File: src/rtl/conv_out_packer.sv
// Packs the convolution core's unstallable pixel stream into OUT_W-bit words, frames them
// by frame_len, and buffers them in a first-word-fall-through FIFO for a valid/ready consumer.
module conv_out_packer #(
  parameter int PIX_W      = 8,
  parameter int OUT_W      = 32,
  parameter int FIFO_DEPTH = 16
) (
  input  logic             clk,
  input  logic             rstn,
  input  logic             valid_in,
  input  logic [PIX_W-1:0] px_in,
  input  logic [15:0]      frame_len,
  input  logic             clear,
  output logic             out_valid,
  input  logic             out_ready,
  output logic [OUT_W-1:0] out_data,
  output logic             out_last,
  output logic             overflow,
  output logic             busy,
  output logic             state_dbg
);

  localparam int LANES = OUT_W / PIX_W;
  localparam int LW    = (LANES > 1) ? $clog2(LANES) : 1;
  localparam int AW    = (FIFO_DEPTH > 1) ? $clog2(FIFO_DEPTH) : 1;
  localparam int CW    = $clog2(FIFO_DEPTH + 1);

  typedef enum logic {IDLE = 1'b0, ACTIVE = 1'b1} state_t;

  state_t           state_q, state_d;
  logic [15:0]      len_q, len_d, pix_cnt_q, pix_cnt_d, eff_len;
  logic [LW-1:0]    lane_q, lane_d;
  logic [OUT_W-1:0] acc_q, acc_d, word;
  logic             accept, word_done, word_last;

  logic             stage_vld_q, stage_last_q;
  logic [OUT_W-1:0] stage_data_q;

  logic [OUT_W:0]   mem [FIFO_DEPTH];
  logic [AW-1:0]    wr_ptr_q, rd_ptr_q;
  logic [CW-1:0]    count_q;
  logic             empty, full, pop, push_ok, drop;
  logic             overflow_q;

  // Packing FSM: pix_cnt_d is the 1-based index of the pixel accepted this cycle.
  always_comb begin
    state_d   = state_q;
    len_d     = len_q;
    pix_cnt_d = pix_cnt_q;
    lane_d    = lane_q;
    acc_d     = acc_q;
    eff_len   = len_q;
    accept    = 1'b0;
    word_done = 1'b0;
    word_last = 1'b0;
    word      = acc_q;
    for (int k = 0; k < LANES; k++) begin
      if (lane_q == LW'(k)) word[k*PIX_W +: PIX_W] = px_in;
    end
    case (state_q)
      IDLE: begin
        if (valid_in && frame_len != 16'd0) begin
          accept    = 1'b1;
          len_d     = frame_len;
          eff_len   = frame_len;
          pix_cnt_d = 16'd1;
        end
      end
      ACTIVE: begin
        if (valid_in) begin
          accept    = 1'b1;
          pix_cnt_d = pix_cnt_q + 16'd1;
        end
      end
      default: state_d = IDLE;
    endcase
    if (accept) begin
      word_last = (pix_cnt_d == eff_len);
      word_done = word_last || (lane_q == LW'(LANES - 1));
      state_d   = word_last ? IDLE : ACTIVE;
      if (word_done) begin
        acc_d  = '0;
        lane_d = '0;
      end else begin
        acc_d  = word;
        lane_d = lane_q + LW'(1);
      end
    end
  end

  always_ff @(posedge clk) begin
    if (!rstn || clear) begin
      state_q      <= IDLE;
      len_q        <= '0;
      pix_cnt_q    <= '0;
      lane_q       <= '0;
      acc_q        <= '0;
      stage_vld_q  <= 1'b0;
      stage_last_q <= 1'b0;
      stage_data_q <= '0;
    end else begin
      state_q     <= state_d;
      len_q       <= len_d;
      pix_cnt_q   <= pix_cnt_d;
      lane_q      <= lane_d;
      acc_q       <= acc_d;
      stage_vld_q <= word_done;
      if (word_done) begin
        stage_data_q <= word;
        stage_last_q <= word_last;
      end
    end
  end

  // Output handshake: the head word transfers on any edge where out_valid && out_ready;
  // while out_valid is high and out_ready low, head, out_data and out_last hold steady.
  assign empty   = (count_q == '0);
  assign full    = (count_q == CW'(FIFO_DEPTH));
  assign pop     = !empty && out_ready;
  assign push_ok = stage_vld_q && (!full || pop);
  assign drop    = stage_vld_q && full && !pop;

  always_ff @(posedge clk) begin
    if (push_ok) mem[wr_ptr_q] <= {stage_last_q, stage_data_q};
  end

  always_ff @(posedge clk) begin
    if (!rstn || clear) begin
      wr_ptr_q   <= '0;
      rd_ptr_q   <= '0;
      count_q    <= '0;
      overflow_q <= 1'b0;
    end else begin
      if (push_ok) wr_ptr_q <= wr_ptr_q + AW'(1);
      if (pop)     rd_ptr_q <= rd_ptr_q + AW'(1);
      if (push_ok && !pop)      count_q <= count_q + CW'(1);
      else if (!push_ok && pop) count_q <= count_q - CW'(1);
      if (drop) overflow_q <= 1'b1;
    end
  end

  assign out_valid = !empty;
  assign out_data  = empty ? '0   : mem[rd_ptr_q][OUT_W-1:0];
  assign out_last  = empty ? 1'b0 : mem[rd_ptr_q][OUT_W];
  assign overflow  = overflow_q;
  assign busy      = (state_q == ACTIVE) || stage_vld_q || !empty;
  assign state_dbg = (state_q == ACTIVE);

endmodule

File: config.mk
export PLATFORM = sky130hd
export DESIGN_NAME = conv_out_packer
export DESIGN_NICKNAME = d
export VERILOG_FILES = /design/src/rtl/conv_out_packer.sv
export SDC_FILE = /design/constraint.sdc
export NUM_CORES = 1
export LEC_CHECK = 0
export ABC_CLOCK_PERIOD_IN_PS = 3800
export BUFFER_PORTS_ARGS = -buffer_cell sky130_fd_sc_hd__buf_2
export CORE_MARGIN = 8
export CORE_UTILIZATION = 45
export CTS_CLUSTER_DIAMETER = 80
export DETAILED_ROUTE_END_ITERATION = 8
export PLACE_DENSITY_LB_ADDON = 0.25
export SLEW_MARGIN = 0
export SYNTH_ARGS = -nofsm -noshare
export SYNTH_HDL_FRONTEND = slang
export SYNTH_SLANG_ARGS = --single-unit
File: constraint.sdc
create_clock -name clk -period 3.8 [get_ports clk]
set_input_delay 0.38 -clock clk [delete_from_list [all_inputs] [get_ports clk]]
set_output_delay 0.38 -clock clk [all_outputs]
set_load 0.01 [all_outputs]
# [Yosys cells after proc, flatten, opt, wreduce, memory -nomap -nowiden]
# Memories as Yosys holds them, arrays and structs flattened. A register that Yosys moved wholly into a read port is not among the register bits.
# Cells that the tools add are included.
# W data, S select, Z words.
[op_classes] reduce_logical=21 eq_ne=5 muxes=25 add_sub_neg=6 n_bitwise=1
[op_table] op="$mux W16" count=4
[op_table] op="$mux W32" count=2
[op_table] op="$mux W8" count=4
[op_table] op="$pmux W16 S2" count=1
[op_table] op="$add A16 B1 Y16 const B" count=1
[op_table] op="$eq A16 B16 Y1" count=1
[op_table] op="$reduce_bool A16 Y1" count=1
[op_table] op="$mux W5" count=2
[op_table] op="$add A4 B1 Y4 const B" count=2
[op_table] op="$mux W1" count=8
[op_table] op="$mux W4" count=2
[op_table] op="$logic_and A1 B1 Y1" count=7
[op_table] op="$add A5 B1 Y5 const B" count=1
[op_table] op="$eq A5 B5 Y1 const B" count=1
[op_table] op="$logic_not A1 Y1" count=5
[op_table] op="$logic_not A5 Y1" count=1
[op_table] op="$logic_or A1 B1 Y1" count=5
[op_table] op="$sub A5 B1 Y5 const B" count=1
[op_table] op="$eq A2 B2 Y1 const B" count=2
[op_table] op="$add A2 B1 Y2 const B" count=1
[op_table] op="$eq A2 B1 Y1 const B" count=1
[op_table] op="$logic_not A2 Y1" count=1
[op_table] op="$mux W2" count=1
[op_table] op="$pmux W1 S2" count=1
[op_table] op="other kinds (2)" count=2
[totals] n_memories=1 output_inout_bits=37 ff_bits=115 in_bits=29 ramBits=528
[mem_list] memory="mem" depth=16 word_bits=33 rd=1 rd_clocked_by_memory_dff=1 wr=1 line="39" text="logic [OUT_W:0] mem [FIFO_DEPTH];"

# [Depth between registers and ports, before layout]
# Gate-level depths: netlist (run 1).
[logic_depth] ltp_word=9 mapped_depth=12

# [Least setup slack after synthesis (run 1)]
# Ideal clock, no wire load.
[synth_path] path_type="register to register" start="register count_q[0]" end="memory mem[3][0] in the netlist's numbering (enable)" arrival_ns=3.510 period_less_slack_ns=3.975 setup_ns=0.464 stages_incl_launch_ff=5 setup_slack_ns=-0.175 path_cell_list="dfxtp_1 > nor4_1 > a31oi_1 > nand2_1 > nor3_1"
[synth_between] elab_chain_len=7 elab_cells_between_ends=9
[synth_rtl] item="from (decl)" line="41" text="logic [CW-1:0] count_q;"
[synth_rtl] item="from (signal assigned)" line="136" text="if (push_ok && !pop) count_q <= count_q + CW'(1);"
[synth_rtl] item="from (signal assigned)" line="137" text="else if (!push_ok && pop) count_q <= count_q - CW'(1);"
[synth_rtl] item="$logic_not A5 Y1" line="117" text="assign empty = (count_q == '0);"
[synth_rtl] item="$logic_not A1 Y1" line="119" text="assign pop = !empty && out_ready;"
[synth_rtl] item="$logic_and A1 B1 Y1" line="119"
[synth_rtl] item="$logic_or A1 B1 Y1 (*)" line="120" text="assign push_ok = stage_vld_q && (!full || pop);"
[synth_rtl] item="$logic_and A1 B1 Y1 (*)" line="120"
[synth_rtl] item="named net push_ok" line="42" text="logic empty, full, pop, push_ok, drop;"
[synth_rtl] item="$mux W1 (*)" line="124" text="if (push_ok) mem[wr_ptr_q] <= {stage_last_q, stage_data_q};"
[synth_rtl] item="$mux W1 (implied by the code) (*)" line="124"
[synth_rtl] item="to (decl)" line="39"
# The timed path passes the listed nets; every way through them passes the cells marked *.

==> flow_summary_export.csv, run 1 <==
group,metric,value,unit
pwr,p_seq_share,52.7,%
grt,grt_busiest_layer,"met2",
routing,vias,13600,
clock_tree,numClockSinks,647,
setup_path,ff2ff_setup_slack,0.42,ns
synth,synth-simple-area-share,5.36,%
timing,finalSetupTns,0,ns
clock_tree,cts_made_buffers,68,
clock_tree,clk-insertion-delay-late,0.61,ns
synth,ys.flop_type,"edfxtp_1",
synth,synth_fp_nets,1486,
timing,tightest_slew,1.02,ns
setup_path,endpoint,"out_data[28]",
layout,drive_gt1_share,26.4,%
clock_tree,cts_max_level,3,
synth,synthAdderAreaFrac,0.755,%
die,initial_core_util,45.2,%
setup_path,reg2regPathDepth,8,
routing,routed_wl,58.5,mm
run_status,run_status,"finished, final reports clean",
synth,ys_seq_area_share,70.5,%
timing,finalSetupViolCount,0,
pwr,switching_share,20.9,%
synth,synth_compound_area_share,4.33,%
pwr,power_leakage,8.69,nW
synth,synth_cell_types,59,
die,ios,66,
synth,synth_top_area_cell,"edfxtp_1",
layout,fillers,4643,
placed_design,gp_congestion,0.883,
routing,via_per_inst,5.77,
setup_path,crit_type,"reg2out",
setup_path,cp_max_fo,24,
layout,finalNonFillerCells,2355,
synth,synth_mux_area_share,15.7,%
grt,use_met2,30.0,%
timing,relSlewSlack,32.3,%
clock_tree,postCtsHoldBufs,0,
synth,yosys.area_share.xor_xnor,1.39,%
setup_path,cp-start-kind,"flop",
die,num_rows,88,
synth,synth_top_family_by_area,"multiplexers",
grt,grt_pass1_vias,14200,
setup_path,r2r_start,"state_dbg",
routing,drc_errors,0,
setup_path,rr_endpoint,"acc_q[11]",
timing,period_minus_slack,3.50,ns
synth,synth_seq_cells,647,
pwr,switching_power,3.02,mW
routing,wl_per_cell,24.8,um
timing,fin_skew,0.0202,ns
setup_path,required,3.42,ns
clock_tree,cts.clk_slew.worst_paths,0.06,ns
setup_path,critPathArrivalTime,3.12,ns
routing,antenna_left,0,
die,dieArea,65400,um2
die,die_w,256,um
placed_design,placed_cells,2225,
clock_tree,clock_path_buffers,3,
layout,syn_to_final_growth,14.4,%
grt,grt-ovfl-total,0,
timing,max_freq,286,MHz
synth,ys_async_sr_fraction,0,%
synth,synth.avg_cell_area,17.9,um2
pwr,vdd_ir_drop_max,291,uV
clock_tree,postCtsResizedCells,0,
timing,hold_violations,0,
routing,drtIter0Drc,1268,
clock_tree,cts_setup_buffers,0,
synth,synth_common_cells,"edfxtp_1 (528), mux4_2 (165), dfxtp_1 (119), nor2_1 (66), clkbuf_1 (59)",
grt,met3_usage,3.26,%
clock_tree,cts_tree,"done",
die,core_region_area,57300,um2
worst_hold_path,hold_path_startpoint,"frame_len[11]",
grt,antenna_found_initial,9,
pwr,pwr-share-clk,44.1,%
setup_path,endpoint_kind,"output port",
synth,synth_area_leaders,"edfxtp_1 (61%), mux4_2 (14%), dfxtp_1 (9.2%)",
synth,synth_edf_count,528,
pwr,internal_power,11.4,mW
placed_design,port_buffers,65,
timing,fin_crit_sh,92.1,%
pwr,p_per_area,489,nW/um2
placed_design,hpwl,32.3,mm
grt,grt_usage,17.9,%
synth,synth.top_cell.area_share,61.3,%
synth,syn_area,25900,um2
grt,grt_pass1_wl,89.2,mm
grt,grt_max_degree,82,
die,die_h,256,um
synth,ys_warn_count,0,
timing,rsz0062_at_grt,"no",
layout,regArea,18200,um2
layout,nets,1574,
layout,multi_input_area,7280,um2
clock_tree,cts_root_buffer,"clkbuf_16",
worst_hold_path,hold_class,"in2reg",
synth,synth_most_common_cell,"edfxtp_1",
routing,dr.pass1.iters,8,
pwr,pwr-share-comb,3.2,%
grt,grtUsageMet1,23.7,%
timing,slew_violations,0,
synth,synthCells,1442,
flow_run,maxCapViolations,0,
[layer usage]
layer / vias to the layer above / part of all wire [%]
met2: 362 / 50
met5: - / 0.055
met4: 6 / 2.0
li1: 5998 / -
met3: 84 / 6.0
met1: 7137 / 42
[cell families after synthesis]
kind of cell,Yosys count
flip-flops,647
AND/OR/NAND/NOR,273
multiplexers,200
AO/OA/AOI/OAI,161
buffers and inverters,105
XOR/XNOR,41
adder cells (fa/ha/maj),15
[cell usage in the layout, fill, tap and decap left out, drive strengths merged, types with 4 or more instances in the layout]
cell type,n
and3,9
a211oi,37
nor2,67
nand4b,4
o21ai,12
nand3,44
diode,6
mux4,165
o21a,4
xor2,16
buf,112
nor3,17
or3,7
a21oi,58
nor4,12
nand4,10
inv,12
a31oi,5
xnor2,25
and2,35
nor2b,4
clkinv,23
nand2b,6
nand2,48
mux2i,35
o22ai,25
dfxtp,119
clkbuf,95
edfxtp,528
o31ai,4
ha,14
[sequential cells by signal, indices dropped and copies added, names as in the netlist, named ones only]
name	count
mem	528
acc_q	32
stage_data_q	32
len_q	16
pix_cnt_q	16
count_q	5
rd_ptr_q	4
wr_ptr_q	4
lane_q	2
overflow	1
stage_last_q	1
stage_vld_q	1
state_dbg	1
[worst min-delay path by stage]
stage	depth (start not counted)	slack [ns]	to
5_1_grt	3	0.06	len_q[10]
4_1_cts	3	0.04	len_q[10]
6_report	3	0.07	len_q[11]
3_3_place_gp	2	0.46	len_q[10]
3_5_place_dp	2	0.46	len_q[10]
2_1_floorplan	2	0.44	len_q[1]
[worst max-delay path, cell delays in order (launching register included)]
cell and delay, ns:
dfxtp_4 0.73, buf_4 0.39, mux4_2 0.54, mux4_2 0.53, and2_1 0.19, buf_2 0.14
[power by group through the flow]
stage	Sequential, mW	Clock (mW)	Combinational [mW]
after floorplan	7.75	0	0.309
after global placement	7.77	0	0.470
after detailed placement	7.77	0	0.474
after CTS	7.62	6.55	0.475
after global routing	7.62	6.80	0.507
final	7.62	6.39	0.466
[cell type report]
cell class | count | area share, %
repair buffers | 112 | 2.97
clock inverters | 29 | 1.04
diodes | 6 | 0.0508
clock buffers | 95 | 6.27
multi-input cells | 690 | 24.6
well taps | 765 | 3.24
flip-flops and latches | 647 | 61.7
inverters | 11 | 0.140
[stage by stage]
stage	utilization, %	total power [mW]	worst slack [ns]	area (um2)	hold WS, ns
finish	51.7	14.5	0.298	29600	0.0734
global route	51.6	14.9	0.159	29600	0.0589
CTS	51.6	14.6	0.197	29600	0.0412
detailed placement	47.9	8.24	0.352	27400	0.460
global placement	47.9	8.24	0.484	27400	0.460
floorplan	-	8.06	0.705	25900	0.441
Power figures use the tool's default switching activity.
==> run 2, diff against run 1 <==
Settings changed: CORE_UTILIZATION 45 to 55.
==> run 2 against run 1 <==
Power decreased by 4.2%. Via count decreased by 1.7%. Combinational power down 1%. Register-to-register slack lost 0.05 ns. Cell area fell by 1.3%. Non-clock buffer count grew 12. Critical path depth unchanged. Critical endpoint is now out_data[18]. Worst hold slack got worse by 0.022 ns.
==> flow_summary_export.csv, run 2 (same netlist as run 1, synthesis figures left out) <==
group,metric,value,unit
pwr,pwr-share-comb,3.3,%
setup_path,crit_type,"reg2out",
pwr,p_seq_share,55.0,%
die,core_region_area,46500,um2
worst_hold_path,worstHoldPathCells,3,
placed_design,gp_congestion,0.923,
routing,routed_wl,55.6,mm
worst_hold_path,hold_path_startpoint,"frame_len[1]",
timing,fin_crit_sh,90.3,%
routing,antenna_left,0,
die,die_h,233,um
timing,fin_ws,0.369,ns
clock_tree,cts_max_level,2,
clock_tree,clk-insertion-delay-late,0.62,ns
layout,top_register,"mem",
flow_run,maxCapViolations,0,
layout,syn_to_final_growth,12.8,%
routing,wl_per_cell,25.3,um
timing,rsz0062_at_grt,"no",
placed_design,place_area,27200,um2
pwr,switching_power,2.82,mW
die,dieArea,54200,um2
clock_tree,clock_path_buffers,3,
grt,grt-ovfl-total,0,
clock_tree,cts_tree,"done",
clock_tree,cts_root_buffer,"clkbuf_16",
clock_tree,cts.clk_slew.worst_paths,0.06,ns
setup_path,cp_max_fo,32,
layout,stdcell_area,29200,um2
setup_path,slowest_stage,"dfxtp_4",
layout,layout_commonest_cell,"edfxtp_1",
routing,drtIter0Drc,1410,
clock_tree,cts_made_buffers,61,
pwr,p_per_area,475,nW/um2
layout,finalNonFillerCells,2194,
setup_path,cp_cell_sequence,"buf_12 -> mux4_2 -> mux4_2 -> and2_1 -> buf_2",
grt,grt_pass1_wl,85.3,mm
pwr,internal_power,11.0,mW
grt,grt_max_degree,82,
timing,slew_violations,0,
placed_design,hpwl,31.9,mm
timing,tightest_slew,1.02,ns
layout,drive_gt1_share,26.5,%
layout,reg_top3,"mem: 528 flops, acc_q: 32 flops, stage_data_q: 32 flops",
routing,dr.pass1.iters,6,
timing,finalSetupTns,0,ns
clock_tree,numClockSinks,647,
layout,fillers,3270,
setup_path,required,3.42,ns
setup_path,rr_endpoint,"stage_data_q[28]",
setup_path,reg2regPathDepth,10,
timing,hold_violations,0,
routing,vias,13400,
die,die_w,233,um
setup_path,critPathArrivalTime,3.05,ns
layout,mostFrequentLayoutCells,"edfxtp_1 (528), mux4_2 (165), dfxtp_1 (115)",
die,ios,66,
pwr,power,13.9,mW
pwr,power_leakage,8.62,nW
timing,max_freq,291,MHz
setup_path,endpoint_kind,"output port",
setup_path,cp-start-kind,"flop",
pwr,vdd_ir_drop_max,353,uV
placed_design,port_buffers,65,
setup_path,cpMostUsedCell,"mux4_2",
timing,finalSetupViolCount,0,
timing,relSlewSlack,32.2,%
layout,nets,1579,
grt,antenna_found_initial,8,
layout,largest_reg_flops,528,
grt,grt_usage,20.9,%
pwr,switching_share,20.3,%
placed_design,placed_cells,2077,
grt,grt_pass1_vias,13800,
placed_design,post-place-ws,0.268,ns
worst_hold_path,min_to,"len_q[1]",
setup_path,r2r_start,"state_dbg",
die,initial_core_util,55.7,%
routing,via_per_inst,6.09,
run_status,run_status,"finished, final reports clean",
die,num_rows,79,
timing,fin_skew,0.0253,ns
setup_path,ff2ff_setup_slack,0.37,ns
setup_path,cpPeakStageDelay,0.65,ns
pwr,pwr-share-clk,41.7,%
worst_hold_path,hold_class,"in2reg",
routing,drc_errors,0,
timing,period_minus_slack,3.43,ns
## run 2: changes by cell type in the layout (fill, tap and decap cells not counted), moves of 2 or more
cell,change
buf_4,+13
clkbuf_1,-11
clkinv_1,+10
clkbuf_16,-6
clkinv_8,-5
diode_2,-5
clkinvlp_4,+3
buf_12,-2
## run 2: critical path, delay by kind of cell (launching register included)
kind,cells,cell delay [ns]
buffers and inverters,2,0.48
DFF,1,0.65
muxes,2,1.09
and+or+nand+nor,1,0.19
## run 2: power by group through the flow
| stage | Clock [mW] | Combinational [mW] | Sequential (mW) |
|---|---|---|---|
| after floorplan | 0 | 0.309 | 7.75 |
| after global placement | 0 | 0.460 | 7.77 |
| after detailed placement | 0 | 0.465 | 7.77 |
| after CTS | 5.89 | 0.468 | 7.62 |
| after global routing | 6.15 | 0.504 | 7.62 |
| final | 5.78 | 0.460 | 7.62 |
## run 2: final cells by class
cell class	count	area [um2]	area share, %
sequential	647	18200	62.5
multi-input combinational	690	7280	24.9
clock buffer	77	1650	5.65
timing repair buffer	124	946	3.24
tap	607	759	2.60
clock inverter	37	259	0.888
inverter	11	41.3	0.141
antenna	1	2.50	0.00858
## run 2: worst max-delay path by stage
stage                            end  slack, ns
global placement     stage_data_q[0]       0.44
floorplan                  mem[7][0]       0.71
CTS                 stage_data_q[28]       0.20
finish                  out_data[18]       0.37
global route        stage_data_q[10]       0.09
detailed placement  stage_data_q[28]       0.27
## run 2: what timing repair did
action                                 CTS  global route
setup endpoints to repair                0            33
setup buffers                            0             1
hold buffers                             1             0
endpoints found under the hold margin    1             0
gates resized for setup                  0             0
## run 2: layer usage
| layer | vias to the layer above | GRT usage [%] | wire, um |
|---|---|---|---|
| met5 | - | 0 | 60 |
| met1 | 6885 | 28.3 | 23200 |
| li1 | 5984 | - | - |
| met4 | 10 | 5.28 | 1060 |
| met2 | 394 | 34.7 | 27800 |
| met3 | 83 | 4.25 | 3500 |
## run 2: through the flow
| step | hold WS (ns) | utilization [%] |
|---|---|---|
| final | 0.0515 | 62.8 |
| after global placement | 0.461 | 58.6 |
| after detailed placement | 0.461 | 58.6 |
| after floorplan | 0.441 | - |
| after global routing | 0.0472 | 62.8 |
| after CTS | 0.0222 | 62.8 |
